--- src/rtl/pipe_stage_reg.sv ---
// ---------------------------------------------------------------------------
// pipe_stage_reg
//
// Generic pipeline stage register with a valid/ready handshake, synchronous
// flush and an optional two-entry skid buffer. The stage carries one opaque
// DATA_W-bit payload. Empty or flushed slots present an all-zero payload,
// which the downstream stage decodes as a NOP bubble.
//
// Parameters:
//   DATA_W    payload width in bits (1..512, default 148)
//   SKID      1 = two-entry skid buffer with registered in_ready
//             0 = single register with combinational in_ready
//
// Ports:
//   clk        in   rising-edge clock
//   rst        in   synchronous active-high reset
//   flush      in   synchronous squash of held entries and same-cycle input
//   in_valid   in   upstream presents a payload
//   in_ready   out  stage accepts a payload this cycle
//   in_data    in   upstream payload
//   out_valid  out  out_data holds a live payload (flop output)
//   out_ready  in   downstream consumes out_data this cycle
//   out_data   out  head payload, all-zero when out_valid = 0 (flop output)
//   occupancy  out  number of live entries
// ---------------------------------------------------------------------------
module pipe_stage_reg #(
  parameter int DATA_W = 148,
  parameter int SKID   = 1
) (
  input  logic              clk,
  input  logic              rst,
  input  logic              flush,
  input  logic              in_valid,
  output logic              in_ready,
  input  logic [DATA_W-1:0] in_data,
  output logic              out_valid,
  input  logic              out_ready,
  output logic [DATA_W-1:0] out_data,
  output logic [1:0]        occupancy
);

  localparam logic [DATA_W-1:0] ZERO_DATA = {DATA_W{1'b0}};

  logic in_xfer_s;
  logic out_xfer_s;

  // Handshake transfers, shared by both implementations
  assign in_xfer_s  = in_valid && in_ready;
  assign out_xfer_s = out_valid && out_ready;

  if (SKID != 0) begin : g_skid

    typedef enum logic [1:0] {
      ST_EMPTY = 2'd0,
      ST_ONE   = 2'd1,
      ST_FULL  = 2'd2
    } state_t;

    state_t            state_r;
    state_t            nxt_state_s;
    logic [DATA_W-1:0] main_r;
    logic [DATA_W-1:0] skb_r;
    logic              in_ready_r;
    logic              out_valid_r;
    logic [1:0]        occ_r;

    // Occupancy implied by a state
    function automatic logic [1:0] occ_of(input state_t st);
      logic [1:0] occ;
      case (st)
        ST_EMPTY: occ = 2'd0;
        ST_ONE:   occ = 2'd1;
        ST_FULL:  occ = 2'd2;
        default:  occ = 2'd0;
      endcase
      return occ;
    endfunction

    // Next state from the current state and this edge's transfers
    function automatic state_t next_state(
      input state_t cur,
      input logic   flush_i,
      input logic   in_x,
      input logic   out_x
    );
      state_t nxt;
      nxt = cur;
      if (flush_i) begin
        nxt = ST_EMPTY;
      end else begin
        case (cur)
          ST_EMPTY: begin
            if (in_x) nxt = ST_ONE;
            else      nxt = ST_EMPTY;
          end
          ST_ONE: begin
            if (in_x && !out_x)      nxt = ST_FULL;
            else if (!in_x && out_x) nxt = ST_EMPTY;
            else                     nxt = ST_ONE;
          end
          ST_FULL: begin
            if (out_x) nxt = ST_ONE;
            else       nxt = ST_FULL;
          end
          default: nxt = ST_EMPTY;
        endcase
      end
      return nxt;
    endfunction

    // Next state is needed both for the state flop and for the registered
    // in_ready / out_valid / occupancy, which all look one edge ahead.
    assign nxt_state_s = next_state(state_r, flush, in_xfer_s, out_xfer_s);

    // FSM, output register (MAIN), skid register (SKB) and registered flags
    always_ff @(posedge clk) begin
      if (rst) begin
        state_r     <= ST_EMPTY;
        main_r      <= ZERO_DATA;
        skb_r       <= ZERO_DATA;
        in_ready_r  <= 1'b1;
        out_valid_r <= 1'b0;
        occ_r       <= 2'd0;
      end else begin
        state_r     <= nxt_state_s;
        in_ready_r  <= (nxt_state_s != ST_FULL);
        out_valid_r <= (nxt_state_s != ST_EMPTY);
        occ_r       <= occ_of(nxt_state_s);
        if (flush) begin
          // Any input accepted this cycle is dropped with the held entries
          main_r <= ZERO_DATA;
          skb_r  <= ZERO_DATA;
        end else begin
          case (state_r)
            ST_EMPTY: begin
              if (in_xfer_s) main_r <= in_data;
              else           main_r <= main_r;
            end
            ST_ONE: begin
              if (in_xfer_s && out_xfer_s) begin
                main_r <= in_data;
              end else if (in_xfer_s) begin
                // Downstream stalled: park the new payload behind MAIN
                skb_r <= in_data;
              end else if (out_xfer_s) begin
                main_r <= ZERO_DATA;
              end else begin
                main_r <= main_r;
              end
            end
            ST_FULL: begin
              // in_ready is low here, so only the drain can happen
              if (out_xfer_s) begin
                main_r <= skb_r;
                skb_r  <= ZERO_DATA;
              end else begin
                main_r <= main_r;
              end
            end
            default: begin
              main_r <= ZERO_DATA;
              skb_r  <= ZERO_DATA;
            end
          endcase
        end
      end
    end

    assign in_ready  = in_ready_r;
    assign out_valid = out_valid_r;
    assign out_data  = main_r;
    assign occupancy = occ_r;

  end else begin : g_single

    logic [DATA_W-1:0] main_r;
    logic              valid_r;

    // Single output register; a simultaneous input and output is a
    // pass-through that replaces MAIN in place.
    always_ff @(posedge clk) begin
      if (rst) begin
        main_r  <= ZERO_DATA;
        valid_r <= 1'b0;
      end else if (flush) begin
        main_r  <= ZERO_DATA;
        valid_r <= 1'b0;
      end else if (in_xfer_s) begin
        main_r  <= in_data;
        valid_r <= 1'b1;
      end else if (out_xfer_s) begin
        main_r  <= ZERO_DATA;
        valid_r <= 1'b0;
      end else begin
        main_r  <= main_r;
        valid_r <= valid_r;
      end
    end

    // Combinational ready: room when empty or when the head leaves now
    assign in_ready  = !valid_r || out_ready;
    assign out_valid = valid_r;
    assign out_data  = main_r;
    assign occupancy = {1'b0, valid_r};

  end

  pipe_stage_reg_chk #(
    .DATA_W (DATA_W),
    .SKID   (SKID)
  ) u_chk (
    .clk       (clk),
    .rst       (rst),
    .in_ready  (in_ready),
    .out_valid (out_valid),
    .out_data  (out_data),
    .occupancy (occupancy)
  );

endmodule

// ---------------------------------------------------------------------------
// pipe_stage_reg_chk
//
// Invariant checker for pipe_stage_reg. Observes outputs only.
//
// Ports:
//   clk, rst                       clock and synchronous reset of the stage
//   in_ready, out_valid, out_data  stage handshake outputs
//   occupancy                      stage entry count
// ---------------------------------------------------------------------------
module pipe_stage_reg_chk #(
  parameter int DATA_W = 148,
  parameter int SKID   = 1
) (
  input logic              clk,
  input logic              rst,
  input logic              in_ready,
  input logic              out_valid,
  input logic [DATA_W-1:0] out_data,
  input logic [1:0]        occupancy
);

  localparam logic [DATA_W-1:0] ZERO_DATA = {DATA_W{1'b0}};

  // Empty slot must look like a NOP bubble
  a_bubble_zero: assert property (@(posedge clk) disable iff (rst)
    !out_valid |-> (out_data == ZERO_DATA));

  // out_valid and occupancy describe the same head entry
  a_valid_occ: assert property (@(posedge clk) disable iff (rst)
    out_valid == (occupancy != 2'd0));

  if (SKID != 0) begin : g_skid_chk
    a_occ_range: assert property (@(posedge clk) disable iff (rst)
      occupancy <= 2'd2);
    // Registered ready mirrors "not full"
    a_ready_full: assert property (@(posedge clk) disable iff (rst)
      in_ready == (occupancy != 2'd2));
  end else begin : g_single_chk
    a_occ_range: assert property (@(posedge clk) disable iff (rst)
      occupancy <= 2'd1);
  end

endmodule

--- config.mk ---
export PLATFORM = sky130hd
export DESIGN_NAME = pipe_stage_reg
export DESIGN_NICKNAME = d
export VERILOG_FILES = /design/src/rtl/pipe_stage_reg.sv
export SDC_FILE = /design/constraint.sdc
export NUM_CORES = 1
export LEC_CHECK = 0
export BUFFER_PORTS_ARGS = -buffer_cell sky130_fd_sc_hd__buf_2
export CAP_MARGIN = 20
export CORE_MARGIN = 2
export CORE_UTILIZATION = 35
export CTS_BUF_LIST = sky130_fd_sc_hd__clkbuf_4 sky130_fd_sc_hd__clkbuf_8
export DETAILED_ROUTE_END_ITERATION = 6
export GPL_ROUTABILITY_DRIVEN = 0
export MAX_ROUTING_LAYER = met4
export PLACE_DENSITY_LB_ADDON = 0.08
export SLEW_MARGIN = 20
export SYNTH_ARGS = -nofsm -noshare
export SYNTH_HDL_FRONTEND = slang
export SYNTH_SLANG_ARGS = --single-unit
export TNS_END_PERCENT = 50
--- constraint.sdc ---
create_clock -name clk -period 2.5 [get_ports clk]
set_input_delay 0.125 -clock clk [delete_from_list [all_inputs] [get_ports clk]]
set_output_delay 0.125 -clock clk [all_outputs]
set_load 0.01 [all_outputs]
# ---- After elaboration in Yosys (flattened, before gate mapping)
# Cells that the tools add are included.
dict set report word_totals {
  ff_bits 302
  word_cells 45
  in_bits 153
  out_inout_bits 152
}
dict set report classes {
  mux 15
  n_reduce_logical 12
  n_bitwise 1
  eq_ne 11
}
# operator count
set op_table {}
lappend op_table {{148-bit 2-to-1 mux} 6}
lappend op_table {{148-bit one-hot mux with 3 select lines} 2}
lappend op_table {{2-bit != test (second input constant)} 5}
lappend op_table {{4-bit AND reduction} 2}
lappend op_table {{2-bit 2-to-1 mux} 3}
lappend op_table {{3-bit != test (second input constant)} 2}
lappend op_table {{2-bit one-hot mux with 3 select lines} 1}
lappend op_table {{1-bit logical AND} 5}
lappend op_table {{2-bit by 1-bit == test with 1-bit output (second input constant)} 2}
lappend op_table {{2-bit == test (second input constant)} 2}
lappend op_table {{2-bit one-hot mux with 2 select lines} 1}
lappend op_table {{1-bit logical NOT} 2}
lappend op_table {{2-bit logical NOT} 1}
lappend op_table {{1-bit 2-to-1 mux} 2}
lappend op_table {{2-bit nonzero test} 1}
lappend op_table {{2-bit OR reduction} 1}
lappend op_table {{1-bit inverter} 1}

# ---- Longest topological paths before layout
# Gate-level depths: netlist of the first run.
dict set report depth {
  word_depth 9
  ltp_mapped 8
  mapped_depth_nobuf 4
}

# ---- Least setup slack after synthesis of the first run
# Ideal clock, no wire load.
dict set report synth_timing {
  path_kind {reg-to-reg}
  startpoint {register g_skid.out_valid_r (netlist: out_valid)}
  endpoint {register g_skid.skb_r[145]}
  period_less_slack_ns 1.615
  setup_slack_ns 0.885
  required_ns 2.429
  t_arrival_ns 1.544
  path_stages_with_launch 8
  n_path_buf 3
  setup_time_ns 0.071
  path_cell_list {dfxtp_1 > buf_4 > nand2_8 > a31oi_4 > buf_6 > buf_6 > or4_1 > a21oi_1}
}
dict set report synth_via {
  elab_chain_len 4
  word_cells_on_any_way 5
  cone_classes {2 x eq/ne; 3 x reduce/logical}
}
# element line
set synth_rtl {}
lappend synth_rtl {{from (decl)} 64} ;# logic out_valid_r;
lappend synth_rtl {{from (signal assigned)} 127} ;# out_valid_r <= (nxt_state_s != ST_EMPTY);
lappend synth_rtl {{1-bit logical AND *} 49} ;# assign out_xfer_s = out_valid && out_ready;
lappend synth_rtl {{1-bit logical AND} 140} ;# if (in_xfer_s && out_xfer_s) begin
lappend synth_rtl {{2-bit != test (no source line)} -}
lappend synth_rtl {{4-bit AND reduction (no source line) *} -}
lappend synth_rtl {{to (signal assigned)} 144} ;# skb_r <= in_data;
lappend synth_rtl {{to (decl)} 62} ;# logic [DATA_W-1:0] skb_r;
# Mark *: on every way between the ends. The rest lies on a longest branch, timed or not.
# A chain may end at the register's enable or synchronous reset.

# ---- Final worst setup path of the first run
dict set report layout_timing {
  startpoint {register g_skid.state_r[1]}
  endpoint {register g_skid.skb_r[37]}
}
dict set report layout_via {
  elab_chain_len 3
  word_cells_on_any_way 9
  cone_classes {5 x eq/ne; 1 x mux; 1 x bitwise; 2 x reduce/logical}
}
# element line
set layout_rtl {}
lappend layout_rtl {{from (decl)} 59} ;# state_t state_r;
lappend layout_rtl {{from (signal assigned)} 125} ;# state_r <= nxt_state_s;
lappend layout_rtl {{2-bit by 1-bit == test with 1-bit output (tied with other cells)} 134} ;# case (state_r)
lappend layout_rtl {{2-bit != test (no source line) / 1-bit inverter (equally long branches)} -}
lappend layout_rtl {{4-bit AND reduction (no source line)} -}
# Several ways; a longest one is shown, not always the timed one.

==> impl_metrics.py, run 1 <==
metrics = {
    "run_status": {
        "run_status": "finished clean",
    },
    "clocking": {
        "clk_transition_reported_paths_ns": 0.06,
        "number_of_cts_inserted_buffers": 56,
        "insertion_delay_ns": 0.63,
        "postCtsResizedCells": 0,
        "clock_sink_count": 302,
        "clock_tree_from_tritoncts": "built",
        "cts_max_path_buffers": 3,
        "cts-htree-levels": 2,
        "clockRootBuffer": "clkbuf_8",
    },
    "critical_path": {
        "criticalPathCategory": "reg2reg",
        "worstPathBufferInverterCount": 1,
        "critical_path_arrival_ns": 2.66,
        "timing.critical_path.cells": "nand2b_1 > nor3_4 > buf_4 > nand2_1 > a21oi_1",
        "crit_path_top_delay_cell": "nand2b_1",
        "cpPeakStageDelay_ns": 0.56,
        "worstPathRequired_ns": 3.05,
        "endpoint_kind": "flop",
        "critical_path.max_fanout": 31,
        "setup_crit_start_kind": "flop",
        "cpLargestDelayFamily": "simple AND/OR/NAND/NOR gates",
    },
    "floorplan": {
        "io-pin-count": 305,
        "design.die.area_um2": 43400,
        "initial_standard_cell_utilization_of_the_core": 0.357,
        "floorplan.core_area_um2": 41000,
        "die_w_um": 208,
        "num_rows": 74,
        "vert_die_dim_um": 208,
    },
    "sta": {
        "final.min_clock_period_ns": 2.11,
        "totalNegativeSetupSlack_ns": 0,
        "clock.fmax_mhz": 474,
        "setup_repair_after_global_routing_missed_its_margin": "false",
        "finalMaxSlewViolations": 0,
        "timing_worst_slew_pin_value_ns": 1.01,
        "fin_hold_ws_ns": 0.0526,
        "timing.final.crit_share": 0.844,
        "final.setup.worst_slack_ns": 0.391,
        "fin_worst_skew_ns": 0.0144,
        "setup-violations-final": 0,
        "timing.slew.headroom": 0.330,
        "hold_viol_final": 0,
    },
    "logic_synthesis": {
        "synthesis.nets": 1887,
        "synthesis.yosys.warnings": 0,
        "synth_edf_count": 0,
        "ys_seq_elements": 302,
        "synth_area_um2": 14600,
        "fraction_of_the_yosys_area_taken_by_sequential_cells": 0.413,
        "syn-instance-count": 1734,
        "mean_instance_size_in_the_synthesized_netlist_um2": 8.44,
        "yosys-top-cells-area": "dfxtp_1, mux2i_1, a22oi_1, o22ai_1, nand4b_1",
        "primary_ff_master_synth": "dfxtp_1",
        "synth_top_cell_area_share": 0.413,
        "ys_types": 35,
        "synth.largest_area_cell": "dfxtp_1",
        "asyncSetResetFlopFracSynth": 0,
    },
    "routing": {
        "drtIter0Drc": 1349,
        "routed_via_density": 5.67,
        "drt_pre_antenna_iters": 5,
        "final_wirelength_um": 52000,
        "vias": 14900,
        "wl_per_cell_um": 19.8,
        "drc_errors_left": 0,
        "antenna_left": 0,
    },
    "place": {
        "io_buffers": 304,
        "place_hpwl_um": 28000,
        "placed_cells_incl_taps": 2387,
        "pre_cts_ws_ns": 0.409,
    },
    "cells_and_area": {
        "drive_above_1_share": 0.213,
        "layout.core_utilization": 0.463,
        "area.growth.synth_to_final_pct": 29.7,
        "stdcell_count": 2628,
        "num-nets-final": 2214,
        "layout_commonest_cell": "buf_2",
        "layout.cells.most_common_list": "buf_2, dfxtp_1, a21oi_1",
    },
    "grt": {
        "antenna_found_initial": 2,
        "gr_ovfl_total": 0,
        "gr-usage-all-layers": 0.238,
        "via_count_of_the_first_global_routing_pass": 14100,
        "wire_length_of_the_first_global_routing_pass_um": 81600,
        "largest_net_degree_at_the_start_of_global_routing": 115,
    },
    "min_path": {
        "timing.hold.worst.class": "in2reg",
    },
    "power_and_ir_drop": {
        "vdd.ir_drop.worst_mv": 0.364,
        "p_leak_nw": 6.78,
        "power-per-cell-area_nw_per_um2": 606,
    },
    "run": {
        "cap_violations": 0,
    },
}
logic make-up after synthesis:
logic type / count (synthesis) / synth area share
compound gates: 602 / 0.251
simple gates: 439 / 0.162
flops: 302 / 0.413
buf+inv: 242 / 0.0714
mux: 148 / 0.101
xor+xnor: 1 / 0.000599
where the power goes:
part,switching (mW),internal (mW)
clock network,2.08,2.62
registers,0.0685,4.92
logic,1.11,0.701
total,3.26,8.23
area by class of cell:
class,instances,area [um2]
clock buffer,87,1050
multi-input combinational,1190,7580
timing repair buffer,487,3510
antenna,2,5.00
fill,4019,22000
sequential,302,6060
tap,532,666
clock inverter,4,25.0
inverter,24,90.1
worst paths after layout:
kind                                        start                 to  slack, ns  cells past startpoint
worst min-delay path                     in_valid  g_skid.state_r[0]       0.05                      4
worst min register to register    g_skid.skb_r[2]    g_skid.skb_r[2]       0.47                      2
worst max register to register  g_skid.state_r[1]   g_skid.skb_r[37]       0.39                      5
worst max-delay path            g_skid.state_r[1]   g_skid.skb_r[37]       0.39                      5
metrics by stage:
stage | area (um2) | power (mW)
detailed placement | 16400 | 6.71
finish | 19000 | 11.5
global placement | 16400 | 6.70
CTS | 19000 | 11.6
floorplan | 14600 | 6.06
global route | 19000 | 12.0
what timing repair did:
item                                   in CTS  in global routing
setup buffers                               0                  0
hold buffers                              148                  0
endpoints found under the hold margin     287                  0
worst min-delay path, cell delays in order:
cell and delay (ns):
buf_2 0.14, nand3_1 0.09, a21oi_1 0.08, o21ba_2 0.21
flip-flops by register name (all words and copies together), names as in the netlist:
| signal | cells |
|---|---|
| g_skid.state_r | 2 |
| in_ready | 1 |
| g_skid.skb_r | 148 |
| out_valid | 1 |
| occupancy | 2 |
| out_data | 148 |
cell usage after synthesis (40+ instances only):
cell	number
nand4b_1	87
dfxtp_1	302
nor2_1	150
a21oi_1	152
clkbuf_1	132
nand2_1	45
mux2i_1	148
o22ai_1	125
nand3_1	126
a22oi_1	148
buf_2	61
o21ai_1	40
o21ai_0	108
routing by layer:
layer,part of all wire,track usage,vias up,routed length [um]
met5,0,-,-,0
met4,0.020,0.0722,0,1030
met3,0.065,0.0392,71,3360
met2,0.46,0.355,525,24000
met1,0.46,0.327,7193,23700
li1,-,-,7112,-
Power figures use the tool's default switching activity.
==> run 2, diff against run 1 <==
==> constraint.sdc (replaced) <==
create_clock -name clk -period 2 [get_ports clk]
set_input_delay 0.1 -clock clk [delete_from_list [all_inputs] [get_ports clk]]
set_output_delay 0.1 -clock clk [all_outputs]
set_load 0.01 [all_outputs]
==> impl_metrics.py, run 2 (synthesis gave the netlist of run 1 again) <==
metrics = {
    "run_status": {
        "run_status": "finished clean",
    },
    "critical_path": {
        "setup_crit_start_kind": "flop",
        "capturing_element_of_the_worst_setup_path": "out_data[54]",
        "worstReg2RegStart": "g_skid.state_r[1]",
        "critical_path_arrival_ns": 2.35,
        "endpoint_kind": "flop",
        "worst_r2r_endpoint": "out_data[54]",
        "worst_setup_path_startpoint": "g_skid.state_r[1]",
        "timing.reg2reg.worst_path_depth": 5,
        "worstPathRequired_ns": 2.51,
        "reg2reg_slack_ns": 0.16,
        "critical_path.max_fanout": 121,
        "criticalPathCategory": "reg2reg",
    },
    "cells_and_area": {
        "stdcell_count": 2640,
        "num-nets-final": 2224,
        "area.growth.synth_to_final_pct": 30.8,
        "drive_above_1_share": 0.216,
        "multiInputGateArea_um2": 7580,
        "layout.cells.most_common_list": "buf_2, dfxtp_1, a21oi_1",
        "layout_commonest_cell": "buf_2",
        "filler_cell_count": 4005,
        "sequential_cell_area_um2": 6060,
    },
    "clocking": {
        "cts-htree-levels": 2,
        "holdBufCountCts": 149,
        "clock_tree_from_tritoncts": "built",
        "postCtsResizedCells": 0,
        "clk_transition_reported_paths_ns": 0.06,
        "clockRootBuffer": "clkbuf_8",
        "cts_max_path_buffers": 3,
        "cts.repair_timing.setup_buffer_count": 0,
        "insertion_delay_ns": 0.63,
        "clock_sink_count": 302,
        "number_of_cts_inserted_buffers": 56,
    },
    "routing": {
        "final_wirelength_um": 52500,
        "vias": 14900,
        "routed_via_density": 5.64,
        "drtIter0Drc": 1029,
        "antenna_left": 0,
        "drc_errors_left": 0,
        "drt_pre_antenna_iters": 5,
        "wl_per_cell_um": 19.9,
    },
    "sta": {
        "timing.slew.headroom": 0.406,
        "setup-violations-final": 0,
        "finalMaxSlewViolations": 0,
        "hold_viol_final": 0,
        "timing_worst_slew_pin_value_ns": 0.891,
        "clock.fmax_mhz": 543,
        "totalNegativeSetupSlack_ns": 0,
        "fin_worst_skew_ns": 0.0199,
        "final.min_clock_period_ns": 1.84,
        "timing.final.crit_share": 0.921,
        "setup_repair_after_global_routing_missed_its_margin": "false",
    },
    "place": {
        "placed_cells_incl_taps": 2396,
        "io_buffers": 304,
        "place_hpwl_um": 28800,
    },
    "power_and_ir_drop": {
        "vdd.ir_drop.worst_mv": 0.433,
        "p_leak_nw": 6.86,
        "power-per-cell-area_nw_per_um2": 764,
    },
    "grt": {
        "use_met2": 0.362,
        "gr_ovfl_total": 0,
        "largest_net_degree_at_the_start_of_global_routing": 165,
        "grt_util_met1": 0.325,
        "gr-usage-all-layers": 0.239,
        "antenna_found_initial": 3,
        "global_route.peak_usage_layer": "met2",
        "groute.layer.met3.usage": 0.0365,
        "via_count_of_the_first_global_routing_pass": 14300,
        "wire_length_of_the_first_global_routing_pass_um": 82400,
    },
    "run": {
        "cap_violations": 0,
    },
    "floorplan": {
        "io-pin-count": 305,
        "floorplan.core_area_um2": 41000,
        "num_rows": 74,
        "initial_standard_cell_utilization_of_the_core": 0.357,
        "die_w_um": 208,
        "design.die.area_um2": 43400,
        "vert_die_dim_um": 208,
    },
    "min_path": {
        "hold-path-cell-count": 3,
        "timing.hold.worst.class": "in2reg",
    },
}
==> run 2: layout make-up <==
class                           instances  share of cell area
Timing Repair Buffer                  497               0.189
Multi-Input combinational cell       1190               0.396
Tap cell                              532              0.0348
Clock buffer                           88              0.0571
Antenna cell                            3            0.000392
Inverter                               24             0.00471
Sequential cell                       302               0.317
Clock inverter                          4             0.00105
==> run 2: metrics by stage <==
stage	setup WS [ns]	hold slack, ns	area, um2	utilization	total power [mW]
floorplan	0.385	0.240	14600	-	7.57
global placement	0.260	0.367	16500	0.403	8.41
detailed placement	0.220	0.371	16500	0.403	8.42
CTS	0.171	0.0552	19100	0.466	14.8
global route	0.0634	0.135	19100	0.466	15.2
finish	0.159	0.110	19100	0.466	14.6
==> run 2: worst max-delay path, cell delays in order, from the launching register on <==
cell and delay, ns:
dfxtp_4 0.43, buf_12 0.46, mux2i_1 0.26, o22ai_1 0.10
a22oi_1 0.19, nor2_1 0.06
==> run 2: per-layer routing <==
metal  vias to the layer above  wire (um)
li1                       7133          -
met1                      7172      24000
met2                       500      24000
met3                        86       3130
met4                         0       1330
met5                         -          0
==> run 2: how the worst min path moves through the flow <==
stage           startpoint           endpoint  slack [ns]
6_report         out_ready  g_skid.state_r[1]        0.11
5_1_grt          out_ready  g_skid.state_r[1]        0.13
4_1_cts          out_ready  g_skid.state_r[1]        0.06
3_5_place_dp   in_data[21]   g_skid.skb_r[21]        0.37
2_1_floorplan  in_data[10]   g_skid.skb_r[10]        0.24
3_3_place_gp   in_data[10]   g_skid.skb_r[10]        0.37
==> run 2: where the power goes <==
group          internal [mW]  total (mW)  switching (mW)
clock network           3.41        6.09            2.68
registers               6.15        6.23          0.0836
logic                  0.901        2.30            1.40
total                   10.5        14.6            4.16
